**src/rtl/bcd_to_binary_converter.sv**
```systemverilog
// Sequential 3-digit BCD to binary converter using reverse double-dabble:
// shift the work register right and subtract 3 from every BCD digit >= 8.
module bcd_to_binary_converter #(
  parameter int BINARY_DATA_SIZE = 10,
  parameter int BCD_DATA_SIZE    = 12
) (
  input  logic                        clk,
  input  logic                        reset,
  input  logic [BCD_DATA_SIZE-1:0]    bcd_data,
  input  logic                        start_conversion,
  output logic [BINARY_DATA_SIZE-1:0] binary_data,
  output logic                        conversion_complete,
  output logic                        busy,
  output logic                        digit_error
);

  localparam int         WORK_W    = BCD_DATA_SIZE + BINARY_DATA_SIZE;
  localparam logic [3:0] LAST_ITER = 4'(BINARY_DATA_SIZE - 1);

  typedef enum logic [1:0] {
    IDLE  = 2'd0,
    SHIFT = 2'd1,
    DONE  = 2'd2
  } state_t;

  state_t              state_r;
  logic [WORK_W-1:0]   work_r;
  logic [WORK_W-1:0]   shifted_s;
  logic [WORK_W-1:0]   work_next_s;
  logic [3:0]          count_r;

  function automatic logic digits_valid(input logic [11:0] bcd);
    return (bcd[11:8] <= 4'd9) && (bcd[7:4] <= 4'd9) && (bcd[3:0] <= 4'd9);
  endfunction

  function automatic logic [3:0] adjust_digit(input logic [3:0] d);
    logic [3:0] r;
    if (d >= 4'd8) begin
      r = d - 4'd3;
    end else begin
      r = d;
    end
    return r;
  endfunction

  // One reverse double-dabble step: shift right, then correct each BCD digit
  always_comb begin
    shifted_s   = {1'b0, work_r[WORK_W-1:1]};
    work_next_s = {adjust_digit(shifted_s[WORK_W-1 -: 4]),
                   adjust_digit(shifted_s[WORK_W-5 -: 4]),
                   adjust_digit(shifted_s[WORK_W-9 -: 4]),
                   shifted_s[BINARY_DATA_SIZE-1:0]};
  end

  // Control FSM with registered outputs
  always_ff @(posedge clk) begin
    if (reset) begin
      state_r             <= IDLE;
      work_r              <= '0;
      count_r             <= 4'd0;
      binary_data         <= '0;
      conversion_complete <= 1'b0;
      busy                <= 1'b0;
      digit_error         <= 1'b0;
    end else begin
      case (state_r)
        IDLE: begin
          conversion_complete <= 1'b0;
          if (start_conversion) begin
            busy <= 1'b1;
            if (digits_valid(bcd_data)) begin
              work_r      <= {bcd_data, {BINARY_DATA_SIZE{1'b0}}};
              count_r     <= 4'd0;
              digit_error <= 1'b0;
              state_r     <= SHIFT;
            end else begin
              // Bad digit: skip the shift phase and report immediately
              digit_error         <= 1'b1;
              binary_data         <= '0;
              conversion_complete <= 1'b1;
              state_r             <= DONE;
            end
          end else begin
            busy <= 1'b0;
          end
        end
        SHIFT: begin
          work_r  <= work_next_s;
          count_r <= count_r + 4'd1;
          if (count_r == LAST_ITER) begin
            binary_data         <= work_next_s[BINARY_DATA_SIZE-1:0];
            conversion_complete <= 1'b1;
            state_r             <= DONE;
          end else begin
            state_r <= SHIFT;
          end
        end
        DONE: begin
          conversion_complete <= 1'b0;
          busy                <= 1'b0;
          state_r             <= IDLE;
        end
        default: begin
          conversion_complete <= 1'b0;
          busy                <= 1'b0;
          state_r             <= IDLE;
        end
      endcase
    end
  end

endmodule

```
**config.mk**
```make
export PLATFORM = sky130hd
export DESIGN_NAME = bcd_to_binary_converter
export DESIGN_NICKNAME = d
export VERILOG_FILES = /design/src/rtl/bcd_to_binary_converter.sv
export SDC_FILE = /design/constraint.sdc
export NUM_CORES = 1
export LEC_CHECK = 0
export ABC_AREA = 1
export BUFFER_PORTS_ARGS = -buffer_cell sky130_fd_sc_hd__buf_2
export CAP_MARGIN = 10
export CORE_MARGIN = 2
export CORE_UTILIZATION = 40
export DETAILED_ROUTE_END_ITERATION = 6
export PLACE_DENSITY = 0.55
export SLEW_MARGIN = 10
export SYNTH_ARGS = -nofsm -noshare
export SYNTH_HDL_FRONTEND = slang
export SYNTH_SLANG_ARGS = --single-unit
```
**constraint.sdc**
```tcl
create_clock -name clk -period 1.5 [get_ports clk]
set_input_delay 0.15 -clock clk [delete_from_list [all_inputs] [get_ports clk]]
set_output_delay 0.15 -clock clk [all_outputs]
set_load 0.1 [all_outputs]
```
==> flow_metrics.env, run 1 <==
export IMPL_status="complete, no violations"
export IMPL_drcViolationCount=0
export IMPL_report_power_total_uw=2790
export IMPL_place_gp_congestion=0.742
export IMPL_seq_area_um2=802
export IMPL_slowest_stage="dfxtp_1"
export IMPL_clkSlewWorstSetupHoldPaths_ns=0.08
export IMPL_p_leak_uw=0.00106
export IMPL_ys_types=27
export IMPL_gr_usage_all_layers_pct=16.8
export IMPL_fmax_mhz=724
export IMPL_holdPathStages=3
export IMPL_overflow=0
export IMPL_worstSetupPathType="register to register"
export IMPL_r2r_start="state_r[1]"
export IMPL_endpoint_kind="register"
export IMPL_p_int_uw=1830
export IMPL_synth_area_top_cells="dfxtp_1 39%, nand2_1 12%, a21oi_1 6.3%"
export IMPL_r2r_end="work_r[17]"
export IMPL_min_path_type="input pin to register"
export IMPL_yosysWarningCount=0
export IMPL_postRouteAntennaNets=0
export IMPL_worst_slack_ns=0.118
export IMPL_ctsHoldBuffers=0
export IMPL_cts_tree="yes"
export IMPL_finalWirelength_um=4310
export IMPL_wl_per_cell_um=11.2
export IMPL_cts_sinks=40
export IMPL_max_slew_margin_pct=68.0
export IMPL_skew_ns=0.00507
export IMPL_drv_slew=0
export IMPL_first_pass_iters=5
export IMPL_portBuffers=27
export IMPL_core_rowCount=26
export IMPL_die_y_um=75.8
export IMPL_crit_path_max_incr_delay_ns=0.45
export IMPL_worstMarginPinSlew_ns=0.484
export IMPL_vias=1822
export IMPL_seq_power_share_pct=42.7
export IMPL_comb_power_share_pct=26.2
export IMPL_routed_via_density=4.76
export IMPL_netlist_area_leader_share_pct=38.9
export IMPL_chipWidth_um=75.8
export IMPL_finish_net_count=333
export IMPL_io_pins=28
export IMPL_whs_endpoint="digit_error"
export IMPL_synth_area_um2=2060
export IMPL_crit_top_cell="nor2_4"
export IMPL_setup_tns_ns=0
export IMPL_ys_ff_latch=40
export IMPL_fill_cells=501
export IMPL_cts_buffer_depth=2
export IMPL_r2r_cells=7
export IMPL_min_delay_start="start_conversion"
export IMPL_syn_num_nets=303
export IMPL_final_layout_size_suffix_gt1_share_pct=27.5
export IMPL_peakVddDrop_mv=0.500
export IMPL_power_frac_clock_pct=31.1
export IMPL_syn_avg_cell_area_um2=7.31
export IMPL_dp_hpwl_um=2960
export IMPL_grt_max_degree=25
export IMPL_finalHoldViolCount=0
export IMPL_finalCritPeriodShare_pct=92.1
export IMPL_rsz0062_at_grt="false"
export IMPL_synth_top_area_cell="dfxtp_1"
export IMPL_coreArea_um2=5040
export IMPL_post_place_cells=375
export IMPL_final_cells=383
export IMPL_multi_input_area_um2=1100
export IMPL_antenna_cells=0
export IMPL_place_ws_ns=0.0835
export IMPL_clk_latency_ns=0.29
export IMPL_start_kind="register"
export IMPL_syn_instance_count=282
export IMPL_cts_root_buffer="clkbuf_8"
export IMPL_netSwitchingFraction_pct=34.3
export IMPL_power_switching_uw=955
export IMPL_p_per_area_nw_per_um2=1150
export IMPL_cts_made_buffers=5
export IMPL_max_cap_violations=0
export IMPL_ys_seq_area_share_pct=38.9
export IMPL_antenna_found_initial=0
export IMPL_area_growth_pct=17.2
export IMPL_drt_initial_drc_count=86
export IMPL_min_period_ns=1.38
export IMPL_crit_fanout=18
export IMPL_critPathRequiredTime_ns=1.72
export IMPL_rrSetupSlack_ns=0.12
export IMPL_crit_path_cell_trace="nor2_2 -> inv_2 -> nor2_4 -> nor2_4 -> buf_6 -> nand3_1 -> a21oi_1"
export IMPL_cts_max_level=2
export IMPL_post_route_util_pct=47.9
export IMPL_die_area_um2=5740
export IMPL_start_util_pct=40.9
export IMPL_critPathArrivalTime_ns=1.60
export IMPL_report_final_setup_viol=0
export IMPL_grt_pass1_vias=1621
export IMPL_grt_pass1_wl_um=7380
layout by cell type (no fill, tap or decap), types with 5 or more instances in the layout:
cell type / count
buf_4: 7
inv_1: 20
a21oi_1: 26
clkbuf_8: 5
a21oi_2: 13
nor2_1: 30
dfxtp_1: 39
nand3_1: 23
nand2_2: 13
buf_2: 27
ha_1: 6
nand2_1: 68
synth_stat cells:
master	count
nand2_1	68
dfxtp_1	40
nor2_1	31
a21oi_1	26
nand3_1	23
inv_1	20
a21oi_2	13
nand2_2	13
clkbuf_1	6
ha_1	6
buf_2	4
o21ai_1	4
or2_2	4
nand3_2	3
o21ai_0	3
a21boi_0	2
a21boi_1	2
buf_4	2
nor2_2	2
nor2_4	2
xor2_1	2
buf_12	1
buf_8	1
inv_2	1
nand2_4	1
nand4_2	1
nor3_1	1
logic make-up (layout without fill, tap and decap cells):
kind of cell	Yosys count	count (layout)	synth area share [%]
and+or+nand+nor	149	149	33.3
AOI/OAI and AO/OA	50	50	15.0
DFF	40	40	38.9
buffers and inverters	35	66	8.32
adders and majority gates	6	6	3.64
xor gates and xnor gates	2	2	0.850
worst max-delay path by stage:
stage	from	end	slack [ns]	cells past startpoint
2_1_floorplan	state_r[1]	count_r[3]	0.17	8
6_report	state_r[1]	work_r[17]	0.12	7
5_1_grt	state_r[1]	work_r[21]	0.01	7
3_3_place_gp	state_r[1]	work_r[10]	0.11	7
3_5_place_dp	state_r[1]	work_r[19]	0.08	7
4_1_cts	state_r[1]	work_r[19]	0.08	7
area by class of cell:
| cell class | instances | share of cell area (%) |
|---|---|---|
| Clock buffer | 6 | 3.01 |
| Multi-Input combinational cell | 207 | 45.5 |
| Inverter | 21 | 3.26 |
| Clock inverter | 2 | 1.45 |
| Sequential cell | 40 | 33.2 |
| Timing Repair Buffer | 37 | 9.90 |
| Tap cell | 70 | 3.63 |
routing by layer:
metal	share of wire, %	vias up	wire [µm]	GRT usage, %
met1	49	830	2090	22.1
met5	0	-	0	0
met2	47	24	2010	27.4
met3	3.5	5	149	3.97
li1	-	963	-	-
met4	1.1	0	48	4.68
per-stage QoR:
step | hold slack, ns | cell area, µm²
after floorplan | 0.313 | 2060
after global placement | 0.449 | 2290
after detailed placement | 0.454 | 2290
after CTS | 0.186 | 2400
after global routing | 0.204 | 2410
final | 0.182 | 2410
critical path, delay by kind of cell (launching register included):
kind            cells  cell delay (ns)
flops               1             0.45
simple gates        4             0.42
buf+inv             2             0.30
compound gates      1             0.14
power groups by stage:
stage / Sequential [µW] / Clock (µW) / Combinational [µW]
5_1_grt: 1200 / 925 / 803
3_5_place_dp: 1210 / 0 / 726
2_1_floorplan: 1430 / 0 / 367
3_3_place_gp: 1220 / 0 / 718
6_report: 1190 / 867 / 729
4_1_cts: 1190 / 884 / 726
timing repair:
item	4_1_cts	5_1_grt
setup buffers	0	0
resized for setup	0	4
endpoints found under the setup margin	0	13
registers in the layout, indices dropped and copies added, names as in the netlist:
register             flops
work_r                  21
binary_data             10
count_r                  4
state_r                  2
busy                     1
conversion_complete      1
digit_error              1
(Power assumes the default switching activity.)
==> run 2, diff against run 1 <==
- clock period: 1.5 -> 1.4 ns (I/O delays scaled with it)
==> flow_metrics.env, run 2 (synthesized netlist as in run 1, its figures left out) <==
export IMPL_p_int_uw=2030
export IMPL_comb_power_share_pct=25.9
export IMPL_area_growth_pct=20.3
export IMPL_max_cap_violations=0
export IMPL_min_path_type="input pin to register"
export IMPL_grt_max_degree=25
export IMPL_start_kind="register"
export IMPL_core_rowCount=26
export IMPL_dp_hpwl_um=3050
export IMPL_p_per_area_nw_per_um2=1240
export IMPL_grt_pass1_wl_um=7360
export IMPL_finish_net_count=337
export IMPL_power_frac_clock_pct=32.7
export IMPL_portBuffers=27
export IMPL_status="complete, no violations"
export IMPL_final_layout_size_suffix_gt1_share_pct=29.7
export IMPL_cts_made_buffers=5
export IMPL_io_pins=28
export IMPL_antenna_found_initial=0
export IMPL_wl_per_cell_um=11.5
export IMPL_r2r_start="work_r[12]"
export IMPL_drt_initial_drc_count=90
export IMPL_finalCritPeriodShare_pct=92.0
export IMPL_setup_tns_ns=0
export IMPL_report_final_setup_viol=0
export IMPL_report_power_total_uw=3080
export IMPL_start_util_pct=40.9
export IMPL_max_slew_margin_pct=62.0
export IMPL_critPathArrivalTime_ns=1.48
export IMPL_finalHoldViolCount=0
export IMPL_routed_via_density=4.73
export IMPL_clk_latency_ns=0.30
export IMPL_fmax_mhz=777
export IMPL_slowest_stage="dfxtp_1"
export IMPL_min_delay_start="start_conversion"
export IMPL_reg_top3="work_r (21), binary_data (10), count_r (4)"
export IMPL_drcViolationCount=0
export IMPL_critPathRequiredTime_ns=1.59
export IMPL_cts_max_level=2
export IMPL_power_switching_uw=1060
export IMPL_die_area_um2=5740
export IMPL_worst_slack_ns=0.113
export IMPL_grt_pass1_vias=1615
export IMPL_fill_cells=548
export IMPL_largest_reg_flops=21
export IMPL_first_pass_iters=4
export IMPL_final_cell_mix="68 x nand2_1, 36 x dfxtp_1, 30 x nor2_1"
export IMPL_p_leak_uw=0.00110
export IMPL_cts_tree="yes"
export IMPL_finalWirelength_um=4440
export IMPL_crit_path_max_incr_delay_ns=0.40
export IMPL_netSwitchingFraction_pct=34.3
export IMPL_top_register="work_r"
export IMPL_skew_ns=0.0104
export IMPL_drv_slew=0
export IMPL_crit_fanout=4
export IMPL_timing_hold_ws_ns=0.161
export IMPL_startpoint="work_r[12]"
export IMPL_die_y_um=75.8
export IMPL_seq_power_share_pct=41.4
export IMPL_place_gp_congestion=0.792
export IMPL_endpoint_kind="register"
export IMPL_peakVddDrop_mv=0.460
export IMPL_crit_top_cell="nand2_1"
export IMPL_vias=1829
export IMPL_crit_path_cell_trace="inv_1 -> ha_1 -> nand2_1 -> o21ai_0 -> a21boi_1 -> nand3_1 -> nand2_1 -> nor2_1"
export IMPL_cts_buffer_depth=2
export IMPL_ctsHoldBuffers=0
export IMPL_cts_root_buffer="clkbuf_8"
export IMPL_min_period_ns=1.29
export IMPL_postRouteAntennaNets=0
export IMPL_clkSlewWorstSetupHoldPaths_ns=0.08
export IMPL_overflow=0
export IMPL_chipWidth_um=75.8
export IMPL_coreArea_um2=5040
export IMPL_antenna_cells=0
export IMPL_worstSetupPathType="register to register"
export IMPL_final_common_cell="nand2_1"
export IMPL_cts_sinks=40
export IMPL_worstMarginPinSlew_ns=0.569
export IMPL_gr_usage_all_layers_pct=16.8
export IMPL_place_ws_ns=-0.0169
-- run 2: changes by cell type in the layout (fill, tap and decap cells not counted), sizes merged --
cell,change
buf,+4
-- run 2: through the flow --
stage | cells | cell area, µm² | utilization (%)
after global placement | 378 | 2310 | 45.9
final | 387 | 2480 | 49.2
after detailed placement | 378 | 2310 | 45.9
after floorplan | 282 | 2060 | -
after CTS | 386 | 2450 | 48.6
after global routing | 387 | 2480 | 49.2
-- run 2: power by group through the flow --
stage | registers, µW | logic (µW) | clock network, µW
floorplan | 1530 | 393 | 0
global placement | 1300 | 783 | 0
detailed placement | 1300 | 788 | 0
CTS | 1270 | 801 | 1040
global route | 1290 | 877 | 1080
finish | 1280 | 799 | 1010
-- run 2: path summary, 6_finish.rpt --
check | to | slack, ns | cells past startpoint
worst max-delay path | work_r[11] | 0.11 | 8
worst min-delay path | digit_error | 0.16 | 3
worst max register to register | work_r[11] | 0.11 | 8
worst min register to register | work_r[1] | 0.47 | 2
-- run 2: layout make-up --
cell class | instances | area (µm²) | share of cell area, %
clock buffers | 6 | 82.6 | 3.33
well taps | 70 | 87.6 | 3.53
flip-flops and latches | 40 | 808 | 32.6
repair buffers | 41 | 269 | 10.8
multi-input cells | 207 | 1110 | 45.0
clock inverters | 2 | 38.8 | 1.56
inverters | 21 | 78.8 | 3.18
-- run 2: critical path: cells and delay by family (launching register included) --
kind	cells	cell delay [ns]
fa+ha+maj	1	0.26
simple gates	4	0.24
compound gates	2	0.20
flops	1	0.40
buf+inv	1	0.08
-- run 2: metal layers --
layer / part of all wire (%) / vias up / global-route usage (%)
li1: - / 966 / -
met1: 50 / 839 / 21.9
met5: 0 / - / 0
met3: 3.3 / 5 / 4.63
met2: 46 / 19 / 26.8
met4: 1.1 / 0 / 5.26
-- run 2: what timing repair did --
item / in CTS / in global routing
pin swaps: 0 / 1
gates resized for setup: 3 / 9
buffers inserted: 0 / 1
endpoints found under the setup margin: 15 / 21
==> run 3, diff against run 2 <==
- ABC_AREA: 1 -> not set
- PLACE_DENSITY: 0.55 -> 0.56
- RECOVER_POWER: not set -> 100
==> flow_metrics.env, run 3 <==
export IMPL_status="complete, no violations"
export IMPL_p_per_area_nw_per_um2=1120
export IMPL_critPathArrivalTime_ns=1.59
export IMPL_synth_area_top_cells="dfxtp_1 45%, a22o_1 5.0%, a22oi_1 4.7%"
export IMPL_crit_cells=5
export IMPL_largest_reg_flops=21
export IMPL_final_cell_mix="39 x dfxtp_1, 23 x buf_4, 18 x nor2_1, 18 x nand2_1, 14 x buf_2"
export IMPL_report_power_total_uw=2630
export IMPL_grt_max_degree=24
export IMPL_area_growth_pct=33.1
export IMPL_synth_top_area_cell="dfxtp_1"
export IMPL_drcViolationCount=0
export IMPL_fill_cells=416
export IMPL_synth_enable_flop_cells=0
export IMPL_post_route_util_pct=54.8
export IMPL_cts_buffer_depth=2
export IMPL_vias=1542
export IMPL_antenna_found_initial=0
export IMPL_ys_ff_latch=40
export IMPL_die_area_um2=4960
export IMPL_grt_pass1_wl_um=6690
export IMPL_worstMarginPinSlew_ns=0.541
export IMPL_crit_path_max_incr_delay_ns=0.35
export IMPL_postRouteAntennaNets=0
export IMPL_routed_via_density=5.32
export IMPL_critPathRequiredTime_ns=1.61
export IMPL_r2r_start="state_r[1]"
export IMPL_overflow=0
export IMPL_ys_types=41
export IMPL_syn_avg_cell_area_um2=9.60
export IMPL_dp_hpwl_um=2850
export IMPL_startpoint="state_r[1]"
export IMPL_core_rowCount=24
export IMPL_start_util_pct=41.1
export IMPL_r2r_cells=5
export IMPL_endpoint_kind="register"
export IMPL_peakVddDrop_mv=0.504
export IMPL_min_path_type="input pin to register"
export IMPL_ys_seq_area_share_pct=45.3
export IMPL_cts_sinks=40
export IMPL_finalHoldViolCount=0
export IMPL_netlist_area_leader_share_pct=45.3
export IMPL_slowest_stage="dfxtp_2"
export IMPL_portBuffers=27
export IMPL_clkSlewWorstSetupHoldPaths_ns=0.08
export IMPL_drt_initial_drc_count=64
export IMPL_synthTopCellsByCount="40 x dfxtp_1, 21 x nor2_1, 19 x nand2_1"
export IMPL_io_pins=28
export IMPL_gr_usage_all_layers_pct=16.6
export IMPL_setup_tns_ns=0
export IMPL_ys_flop_type="dfxtp_1"
export IMPL_first_pass_iters=4
export IMPL_start_kind="register"
export IMPL_worst_slack_ns=0.0182
export IMPL_drv_slew=0
export IMPL_final_common_cell="dfxtp_1"
export IMPL_crit_fanout=6
export IMPL_syn_num_nets=205
export IMPL_seq_area_um2=802
export IMPL_report_final_setup_viol=0
export IMPL_multi_input_area_um2=925
export IMPL_coreArea_um2=4290
export IMPL_chipWidth_um=70.5
export IMPL_rsz0062_at_grt="true"
export IMPL_rrSetupSlack_ns=0.02
export IMPL_r2r_end="work_r[13]"
export IMPL_synth_most_common_cell="dfxtp_1"
export IMPL_cp_top_family="compound AO/OA/AOI/OAI gates"
export IMPL_cts_made_buffers=5
export IMPL_place_ws_ns=-0.0266
export IMPL_finish_net_count=258
export IMPL_worstSetupPathType="register to register"
export IMPL_crit_buf_inv=2
export IMPL_async_flop_share_pct=0
export IMPL_wl_per_cell_um=13.9
export IMPL_crit_path_cell_trace="and2b_4 -> buf_6 -> a41o_4 -> clkbuf_16 -> a221oi_2"
export IMPL_die_y_um=70.5
export IMPL_finalWirelength_um=4020
export IMPL_place_gp_congestion=0.839
export IMPL_max_cap_violations=0
export IMPL_top_register="work_r"
export IMPL_antenna_cells=0
export IMPL_critPathCapture="work_r[13]"
export IMPL_fmax_mhz=724
export IMPL_cts_root_buffer="clkbuf_8"
export IMPL_cts_tree="yes"
export IMPL_synth_area_um2=1770
export IMPL_grt_pass1_vias=1510
export IMPL_skew_ns=0.00439
export IMPL_finalCritPeriodShare_pct=98.7
export IMPL_yosysWarningCount=0
export IMPL_reg_top3="work_r (21), binary_data (10), count_r (4)"
export IMPL_cts_max_level=2
export IMPL_p_leak_uw=0.000950
export IMPL_max_slew_margin_pct=64.1
export IMPL_clk_latency_ns=0.29
export IMPL_min_period_ns=1.38
export IMPL_syn_instance_count=184
export IMPL_final_layout_size_suffix_gt1_share_pct=36.6
[run 3: cell types whose count changed after synthesis, sizes merged, moves of 3 or more]
| cell | delta |
|---|---|
| a21oi | -28 |
| a221oi | +3 |
| a22o | +10 |
| a22oi | +11 |
| a311oi | +3 |
| inv | -16 |
| nand2 | -63 |
| nand3 | -24 |
| nor2 | -14 |
| nor2b | +5 |
| o211ai | +6 |
| or2 | -3 |
| xnor2 | +4 |
[run 3: worst min-delay path, stage by stage]
cell and delay (ns):
buf_2 0.09, a32oi_1 0.08, nor2_1 0.07
[run 3: repair_timing]
action	CTS	global route
hold buffers	0	0
resized for setup	3	11
cloned	0	1
endpoints found under the setup margin	9	23
pin swaps	1	12
setup buffers	0	2
[run 3: where the power goes]
part	internal, µW	switching [µW]
Sequential	1170	29.9
Combinational	205	249
Clock	537	431
[run 3: worst min path at each step]
| stage | startpoint | endpoint | cells after the start |
|---|---|---|---|
| detailed placement | bcd_data[11] | work_r[21] | 3 |
| global placement | bcd_data[11] | work_r[21] | 3 |
| floorplan | bcd_data[10] | work_r[20] | 2 |
| finish | bcd_data[11] | work_r[21] | 3 |
| global route | bcd_data[11] | work_r[21] | 3 |
| CTS | bcd_data[11] | work_r[21] | 3 |
[run 3: through the flow]
stage / instance area, µm² / cells / hold WS (ns)
3_5_place_dp: 2140 / 279 / 0.436
2_1_floorplan: 1770 / 184 / 0.302
4_1_cts: 2260 / 287 / 0.119
5_1_grt: 2350 / 290 / 0.136
3_3_place_gp: 2140 / 279 / 0.417
6_report: 2350 / 290 / 0.124
[run 3: cell type report]
type / count / share of cell area [%]
tap: 52 / 2.77
clock inverter: 3 / 1.97
timing repair buffer: 57 / 18.1
multi-input combinational: 128 / 39.3
clock buffer: 5 / 2.93
inverter: 5 / 0.798
sequential: 40 / 34.1
[run 3: cell families (layout without fill, tap and decap cells)]
logic type	after synthesis	in the layout	synth area share [%]
AO/OA/AOI/OAI	60	60	27.4
AND/OR/NAND/NOR	56	56	14.9
flip-flops	40	40	45.3
buffers and inverters	16	70	4.96
adder cells (fa/ha/maj)	6	6	4.25
XOR/XNOR	4	4	1.98
multiplexers	2	2	1.13
[run 3: per-layer routing]
layer | wire length, µm | global-route usage, % | share of wire [%] | vias up
met3 | 143 | 3.17 | 3.6 | 7
met1 | 1860 | 21.0 | 46 | 736
li1 | - | - | - | 769
met5 | 0 | 0 | 0 | -
met4 | 52 | 6.41 | 1.3 | 0
met2 | 1960 | 27.7 | 49 | 30
